--- src/rtl/pc_gen.sv ---
// pc_gen: program-counter generator for the fetch stage.
//
// Presents pc_out to instruction memory under a valid/ready handshake.
// Advances by INSTR_BYTES on each accepted fetch and takes absolute or
// PC-relative redirects from the control unit. Redirect targets that are
// not INSTR_BYTES-aligned are rejected and flagged on misalign_err.
// A BOOT/RUN/HALT state machine gates fetch issue.
//
// Optional feature macro: PC_RAS_EN
//   Adds a circular return-address stack (RAS) with call_push / ret_pop
//   ports. Without the macro there are no RAS ports and no RAS storage.

module pc_gen #(
    parameter int               XLEN        = 32,
    parameter logic [XLEN-1:0]  RESET_VEC   = '0,
    parameter int               INSTR_BYTES = 4,
    parameter int               RAS_DEPTH   = 4
) (
    input  logic            clk,
    input  logic            reset,
    output logic            fetch_valid,
    input  logic            fetch_ready,
    output logic [XLEN-1:0] pc_out,
    input  logic            redir_valid,
    input  logic            redir_rel,
    input  logic [XLEN-1:0] redir_base,
    input  logic [XLEN-1:0] redir_off,
    input  logic            halt_req,
    input  logic            resume,
    output logic            halted,
    output logic            misalign_err
`ifdef PC_RAS_EN
    ,
    input  logic            call_push,
    input  logic            ret_pop
`endif
);

    // Increment per accepted fetch and mask of the low bits that must be
    // zero in any legal PC. A mask is used instead of a part-select so
    // INSTR_BYTES == 1 (no alignment bits at all) needs no special case.
    localparam logic [XLEN-1:0] STEP       = XLEN'(INSTR_BYTES);
    localparam logic [XLEN-1:0] ALIGN_MASK = XLEN'(INSTR_BYTES - 1);

    typedef enum logic [1:0] {
        ST_BOOT,
        ST_RUN,
        ST_HALT
    } state_t;

    state_t          state;
    state_t          state_next;

    logic [XLEN-1:0] pc_q;
    logic [XLEN-1:0] pc_next;
    logic            err_next;

    // Redirects are only honoured once the machine has left BOOT.
    logic            active;
    logic [XLEN-1:0] redir_target;

    // The redirect actually applied this cycle, after the RAS (if present)
    // has had its say.
    logic            eff_valid;
    logic [XLEN-1:0] eff_target;
    logic            eff_aligned;

    // Resolve the raw redirect target; the sum drops its carry on purpose.
    always_comb begin
        active       = (state != ST_BOOT);
        redir_target = redir_rel ? (redir_base + redir_off) : redir_off;
    end

`ifdef PC_RAS_EN
    // Stack pointer addresses the next free slot; the top entry sits one
    // slot below it, modulo RAS_DEPTH. ras_cnt saturates at RAS_DEPTH so
    // a push onto a full stack overwrites the oldest entry.
    localparam int PTR_W = (RAS_DEPTH > 1) ? $clog2(RAS_DEPTH) : 1;
    localparam int CNT_W = $clog2(RAS_DEPTH + 1);
    localparam logic [PTR_W-1:0] PTR_LAST = PTR_W'(RAS_DEPTH - 1);
    localparam logic [CNT_W-1:0] CNT_FULL = CNT_W'(RAS_DEPTH);

    logic [XLEN-1:0]  ras_mem [RAS_DEPTH];
    logic [PTR_W-1:0] ras_sp;
    logic [PTR_W-1:0] ras_top;
    logic [PTR_W-1:0] ras_sp_inc;
    logic [CNT_W-1:0] ras_cnt;
    logic             ras_empty;
    logic             ras_full;
    logic             push_req;
    logic             do_pop;
    logic             do_push;
    logic             do_swap;
    logic [XLEN-1:0]  ret_addr;

    // Decode the stack operation for this cycle. A pop wins over the
    // regular redirect; a pop with a simultaneous call replaces the top.
    always_comb begin
        ras_empty  = (ras_cnt == '0);
        ras_full   = (ras_cnt == CNT_FULL);
        ras_top    = (ras_sp == '0) ? PTR_LAST : (ras_sp - PTR_W'(1));
        ras_sp_inc = (ras_sp == PTR_LAST) ? '0 : (ras_sp + PTR_W'(1));
        ret_addr   = redir_base + STEP;
        push_req   = active && redir_valid && call_push;
        do_pop     = active && ret_pop && !ras_empty;
        do_swap    = do_pop && push_req;
        do_push    = !do_pop && push_req && ((redir_target & ALIGN_MASK) == '0);
        eff_valid  = do_pop || (active && redir_valid);
        eff_target = do_pop ? ras_mem[ras_top] : redir_target;
    end

    // Stack pointer and occupancy; reset empties the stack.
    always_ff @(posedge clk) begin
        if (!reset) begin
            ras_sp  <= '0;
            ras_cnt <= '0;
        end else if (do_swap) begin
            ras_sp  <= ras_sp;
            ras_cnt <= ras_cnt;
        end else if (do_pop) begin
            ras_sp  <= ras_top;
            ras_cnt <= ras_cnt - CNT_W'(1);
        end else if (do_push) begin
            ras_sp  <= ras_sp_inc;
            if (!ras_full) begin
                ras_cnt <= ras_cnt + CNT_W'(1);
            end
        end
    end

    // Stack contents carry no reset; occupancy alone decides validity.
    always_ff @(posedge clk) begin
        if (reset) begin
            if (do_swap) begin
                ras_mem[ras_top] <= ret_addr;
            end else if (do_push) begin
                ras_mem[ras_sp] <= ret_addr;
            end
        end
    end
`else
    // Without a RAS the applied redirect is simply the incoming one.
    always_comb begin
        eff_valid  = active && redir_valid;
        eff_target = redir_target;
    end
`endif

    // Alignment of whichever target is being applied.
    always_comb begin
        eff_aligned = ((eff_target & ALIGN_MASK) == '0);
    end

    // State register.
    always_ff @(posedge clk) begin
        if (!reset) begin
            state <= ST_BOOT;
        end else begin
            state <= state_next;
        end
    end

    // Next-state logic; a halt request beats a simultaneous resume.
    always_comb begin
        state_next = state;
        unique case (state)
            ST_BOOT: state_next = ST_RUN;
            ST_RUN:  state_next = halt_req ? ST_HALT : ST_RUN;
            ST_HALT: state_next = (resume && !halt_req) ? ST_RUN : ST_HALT;
            default: state_next = ST_BOOT;
        endcase
    end

    // State-decoded outputs.
    always_comb begin
        fetch_valid = (state == ST_RUN);
        halted      = (state == ST_HALT);
    end

    // Next PC: an aligned redirect wins; a misaligned one freezes the PC
    // (even against a same-cycle handshake) and raises the error pulse;
    // otherwise an accepted fetch steps the PC. The PC is held while a
    // request is outstanding so fetch sees a stable address.
    always_comb begin
        pc_next  = pc_q;
        err_next = 1'b0;
        if (eff_valid) begin
            if (eff_aligned) begin
                pc_next = eff_target;
            end else begin
                err_next = 1'b1;
            end
        end else if (fetch_valid && fetch_ready) begin
            pc_next = pc_q + STEP;
        end
    end

    // PC and error-pulse registers.
    always_ff @(posedge clk) begin
        if (!reset) begin
            pc_q         <= RESET_VEC;
            misalign_err <= 1'b0;
        end else begin
            pc_q         <= pc_next;
            misalign_err <= err_next;
        end
    end

    assign pc_out = pc_q;

endmodule
--- config.mk ---
export PLATFORM = sky130hd
export DESIGN_NAME = pc_gen
export DESIGN_NICKNAME = d
export VERILOG_FILES = /design/src/rtl/pc_gen.sv
export SDC_FILE = /design/constraint.sdc
export NUM_CORES = 1
export LEC_CHECK = 0
export ABC_AREA = 1
export BUFFER_PORTS_ARGS = -buffer_cell sky130_fd_sc_hd__buf_2
export CAP_MARGIN = 30
export CORE_ASPECT_RATIO = 0.5
export CORE_MARGIN = 2
export CORE_UTILIZATION = 40
export DETAILED_ROUTE_END_ITERATION = 12
export GPL_ROUTABILITY_DRIVEN = 0
export PLACE_DENSITY_LB_ADDON = 0.15
export SLEW_MARGIN = 20
export SYNTH_ARGS = -nofsm -noshare
export SYNTH_HDL_FRONTEND = slang
export SYNTH_SLANG_ARGS = --single-unit
--- constraint.sdc ---
create_clock -name clk -period 2.1 [get_ports clk]
set_input_delay 0.315 -clock clk [delete_from_list [all_inputs] [get_ports clk]]
set_output_delay 0.315 -clock clk [all_outputs]
set_load 0.05 [all_outputs]
==> impl_metrics.yaml, run 1 <==
final_layout:
  drive_gt1_frac: 0.173
  final_core_util: 0.516
  antenna_cells: 0
  area_growth_syn_to_layout_pct: 24.1
  nets: 1181
  fillCellCount: 1320
critical_path:
  required_ns: 2.25
  arrival_ns: 2.14
  crit_fanout: 25
  worst-r2r-setup-slack_ns: 0.20
  setup.worst_path.class: "in -> reg"
  cp-start-kind: "input port"
  crit_path_end_kind: "register"
power_and_ir_drop:
  cellPowerDensity_nw_per_um2: 482
  ir_drop_v: 0.000315
  p_leak_nw: 3.52
  power_mw: 2.97
placement:
  dp_hpwl_mm: 14.7
  io_buffers: 105
detailed_routing:
  antenna_left: 0
  vias: 6281
  wl_per_cell_um: 14.1
  drtIter0Drc: 437
  wirelength_mm: 17.6
  dr.pass1.iters: 6
  remaining_drc_errors: 0
  drt-vias-per-instance: 5.05
synthesis:
  yosysUniqueCellTypes: 35
  synth_seq_area_share: 0.141
  syn-cell-area_um2: 4970
  ys_seq_elements: 35
  syn_nets: 1035
  synth_cells: 931
  synth_area_per_cell_um2: 5.33
  ys_warn_count: 0
sta:
  finalCriticalPeriod_ns: 1.98
  slew_violations: 0
  hold_ws_ns: 0.301
  max_freq_ghz: 0.504
  max-slew-margin-rel: 0.658
  hold_viol: 0
  skew_ns: 0.00595
  worstMarginPinSlew_ns: 0.513
  rsz0062_at_grt: "false"
  final-setup-viol-count: 0
  post-route-period-util: 0.944
die:
  num_rows: 28
  die_area_um2: 13400
  core_um2: 11900
  pin_count: 106
  die_h_um: 82.8
  start_util: 0.416
  die_w_um: 162
global_route:
  grt_use_total: 0.266
  grt_pass1_wl_mm: 27.6
  grt_max_degree: 34
  grt_antenna_before_repair: 0
  grt_pass1_vias: 5294
  overflow: 0
clocking:
  ctsHtreeMaxLevel: 2
  insertion_delay_ns: 0.28
  clkTransAtPathRegs_ns: 0.05
  root_buffer: "clkbuf_16"
  postCtsHoldBufs: 0
  cts_sinks: 35
  cts_made_buffers: 5
  cts_tree: "built"
  cts_buffer_depth: 2
run:
  drv_cap: 0
outcome:
  status: "finished, final reports clean"
worst_hold_path:
  worstHoldPathType: "in -> reg"
[cells by family after synthesis]
logic type,synth area share
compound gates,0.146
buf+inv,0.140
flops,0.141
fa+ha+maj,0.0847
xor+xnor,0.0600
simple gates,0.428
[state kept, by name, indices dropped and copies added (netlist names)]
register / cells
misalign_err: 1
state: 2
pc_out: 32
[critical path, cell delays in order]
cell,delay [ns]
buf_2,0.09
ha_1,0.16
inv_1,0.05
fa_1,0.47
nand2_1,0.06
o32ai_2,0.17
nand2_1,0.17
nand2_4,0.16
inv_4,0.13
a21oi_1,0.25
a21oi_1,0.10
[cells in the final DEF, fill, tap and decap left out, types with 2 or more instances in the layout]
cell and n:
nand2_1 304, nand4_1 6, nand3_2 2, nor2_2 2, nor3_1 17, nand3_1 53, xor2_1 20, nor2_4 2
nand2_2 3, o211ai_1 5, nor3_2 2, inv_2 4, nor2_1 118, clkbuf_16 5, o21bai_1 2, a21oi_1 73
ha_1 32, buf_4 52, o21ai_0 48, inv_1 151, clkbuf_1 2, a31oi_1 5, nand3b_1 2, xnor2_1 14
dfxtp_1 35, nor3_4 2, buf_2 105
[power breakdown]
| group | switching [mW] | internal, mW |
|---|---|---|
| Combinational | 0.936 | 0.513 |
| Sequential | 0.0817 | 0.718 |
| Clock | 0.281 | 0.438 |
[cells in the mapped netlist (all sizes together)]
library cell / n / share of area
xnor2: 14 / 0.025
nand4: 6 / 0.0076
inv: 156 / 0.12
o32ai: 1 / 0.0033
a31oi: 5 / 0.0063
nand3b: 2 / 0.0030
fa: 1 / 0.0040
o21bai: 2 / 0.0030
a211oi: 1 / 0.0015
nor3: 21 / 0.028
dfxtp: 35 / 0.14
a21oi: 74 / 0.075
xor2: 20 / 0.035
clkbuf: 10 / 0.0078
a21o: 1 / 0.0015
nor2: 122 / 0.096
ha: 32 / 0.081
or2: 1 / 0.0013
nand3: 55 / 0.056
o211ai: 5 / 0.0076
nand2: 308 / 0.23
o21ai: 48 / 0.048
buf: 10 / 0.014
and3: 1 / 0.0013
[final cells by class]
type | count | area [um2] | area share
clock buffers | 7 | 133 | 0.0215
clock inverters | 1 | 5.00 | 0.000812
inverters | 156 | 588 | 0.0954
multi-input cells | 720 | 3580 | 0.581
flip-flops and latches | 35 | 701 | 0.114
well taps | 165 | 206 | 0.0335
repair buffers | 159 | 947 | 0.154
[metal layers]
metal / up-vias / global-route usage / wire length, um
met5: - / 0 / 0
met4: 0 / 0.0482 / 155
met3: 18 / 0.0477 / 1970
met2: 258 / 0.377 / 6790
met1: 2804 / 0.413 / 8650
li1: 3201 / - / -
[final timing paths]
check	to	startpoint	depth (start not counted)
worst min-delay path	state[1]	halt_req	3
worst max register to register	pc_out[20]	state[1]	8
worst min register to register	pc_out[0]	pc_out[0]	2
worst max-delay path	pc_out[20]	redir_off[0]	11
[per-stage QoR]
step / instance area (um2) / TNS (ns) / setup WS (ns) / cells
floorplan: 4970 / 0 / 0.171 / 931
global placement: 6010 / -4.10 / -0.268 / 1235
detailed placement: 6010 / -3.91 / -0.240 / 1235
CTS: 6140 / 0 / 0.0506 / 1243
global route: 6160 / 0 / 0.0125 / 1243
finish: 6160 / 0 / 0.117 / 1243
[what timing repair did]
| action | 4_1_cts | 5_1_grt |
|---|---|---|
| setup buffers | 0 | 0 |
| gates resized for setup | 0 | 6 |
| setup endpoints to repair | 0 | 11 |
(Power assumes the default switching activity.)
==> run 2: changes to the inputs <==
Settings changed: CTS_BUF_LIST set to sky130_fd_sc_hd__clkbuf_16.
==> impl_metrics.yaml, run 2 (same netlist as run 1, synthesis figures left out) <==
die:
  num_rows: 28
  start_util: 0.416
  pin_count: 106
  core_um2: 11900
  die_h_um: 82.8
  die_area_um2: 13400
  die_w_um: 162
global_route:
  grt_antenna_before_repair: 0
  grt_pass1_wl_mm: 27.6
  overflow: 0
  grt_max_degree: 34
  grt_pass1_vias: 5294
  grt_use_total: 0.266
final_layout:
  fillCellCount: 1320
  nets: 1181
  layoutNonFillerInstCount: 1243
  layout_commonest_cell: "nand2_1"
  final_area_um2: 6160
  largest_reg_flops: 32
  drive_gt1_frac: 0.173
  antenna_cells: 0
  final_cell_mix: "nand2_1 (304), inv_1 (153), nor2_1 (118), buf_2 (105), a21oi_1 (73)"
  area_growth_syn_to_layout_pct: 24.1
worst_hold_path:
  min_path_cells: 3
  worstHoldPathType: "in -> reg"
  holdPathEnd: "state[1]"
  hp-start: "halt_req"
power_and_ir_drop:
  p_leak_nw: 3.53
  ir_drop_v: 0.000310
  cellPowerDensity_nw_per_um2: 481
  power_mw: 2.96
detailed_routing:
  remaining_drc_errors: 0
  dr.pass1.iters: 5
  antenna_left: 0
  wirelength_mm: 17.6
  drt-vias-per-instance: 5.05
  drtIter0Drc: 438
  wl_per_cell_um: 14.1
  vias: 6280
critical_path:
  cp-start-kind: "input port"
  crit_fanout: 25
  worst-r2r-setup-slack_ns: 0.18
  r2r-end: "pc_out[20]"
  setup.worst_path.class: "in -> reg"
  crit_path_end_kind: "register"
  required_ns: 2.26
  reg2reg_depth: 8
  r2r-start: "state[1]"
  arrival_ns: 2.14
clocking:
  cts_tree: "built"
  postCtsHoldBufs: 0
  insertion_delay_ns: 0.28
  root_buffer: "clkbuf_16"
  cts_sinks: 35
  clkTransAtPathRegs_ns: 0.05
  cts_buffer_depth: 2
  cts_made_buffers: 5
  ctsHtreeMaxLevel: 2
sta:
  max_freq_ghz: 0.504
  skew_ns: 0.00673
  hold_viol: 0
  final-setup-viol-count: 0
  rsz0062_at_grt: "false"
  finalCriticalPeriod_ns: 1.98
  post-route-period-util: 0.944
  slew_violations: 0
  max-slew-margin-rel: 0.659
  worstMarginPinSlew_ns: 0.511
outcome:
  status: "finished, final reports clean"
placement:
  io_buffers: 105
  dp_hpwl_mm: 14.7
  placed_area_um2: 6010
  place_inst: 1235
run:
  drv_cap: 0
-- run 2: cell types whose count changed in the layout (fill, tap and decap cells not counted) --
cell	change
clkbuf_1	-2
inv_1	+2
-- run 2: worst max-delay path: stages --
cell,delay (ns)
buf_2,0.09
ha_1,0.16
inv_1,0.05
fa_1,0.47
nand2_1,0.06
o32ai_2,0.17
nand2_1,0.17
nand2_4,0.16
inv_4,0.13
a21oi_1,0.25
a21oi_1,0.10
-- run 2: layout make-up --
type / instances / area (um2) / share of cell area
flip-flops and latches: 35 / 701 / 0.114
well taps: 165 / 206 / 0.0335
clock buffers: 5 / 125 / 0.0203
inverters: 156 / 588 / 0.0954
repair buffers: 159 / 947 / 0.154
multi-input cells: 720 / 3580 / 0.581
clock inverters: 3 / 12.5 / 0.00203
-- run 2: worst max path at each step --
| stage | startpoint | to | slack (ns) | cells past startpoint |
|---|---|---|---|---|
| 2_1_floorplan | state[0] | pc_out[17] | 0.17 | 8 |
| 3_3_place_gp | redir_off[0] | pc_out[28] | -0.27 | 11 |
| 3_5_place_dp | redir_off[0] | pc_out[28] | -0.24 | 11 |
| 4_1_cts | redir_off[0] | pc_out[28] | 0.05 | 11 |
| 5_1_grt | redir_off[0] | pc_out[8] | 0.01 | 12 |
| 6_report | redir_off[0] | pc_out[20] | 0.12 | 11 |
-- run 2: timing repair --
| item | in CTS | in global routing |
|---|---|---|
| resized for setup | 0 | 6 |
| setup buffers | 0 | 0 |
| endpoints found under the setup margin | 0 | 11 |
-- run 2: power by group --
part	internal (mW)	switching (mW)
clock network	0.429	0.285
logic	0.513	0.938
registers	0.718	0.0821
-- run 2: stage by stage --
stage                     TNS (ns)  setup slack (ns)   util  hold WS (ns)
after global routing             0            0.0128  0.516         0.332
final                            0             0.117  0.516         0.300
after detailed placement     -3.91            -0.240  0.503         0.427
after CTS                        0            0.0506  0.514         0.302
after floorplan                  0             0.171      -         0.437
after global placement       -4.10            -0.268  0.503         0.418
-- run 2: per-layer routing --
layer  up-vias  global-route usage  wire (um)
met1      2802               0.413       8640
met5         -                   0          0
met2       257               0.377       6800
met3        16              0.0477       2010
li1       3205                   -          -
met4         0              0.0482        142
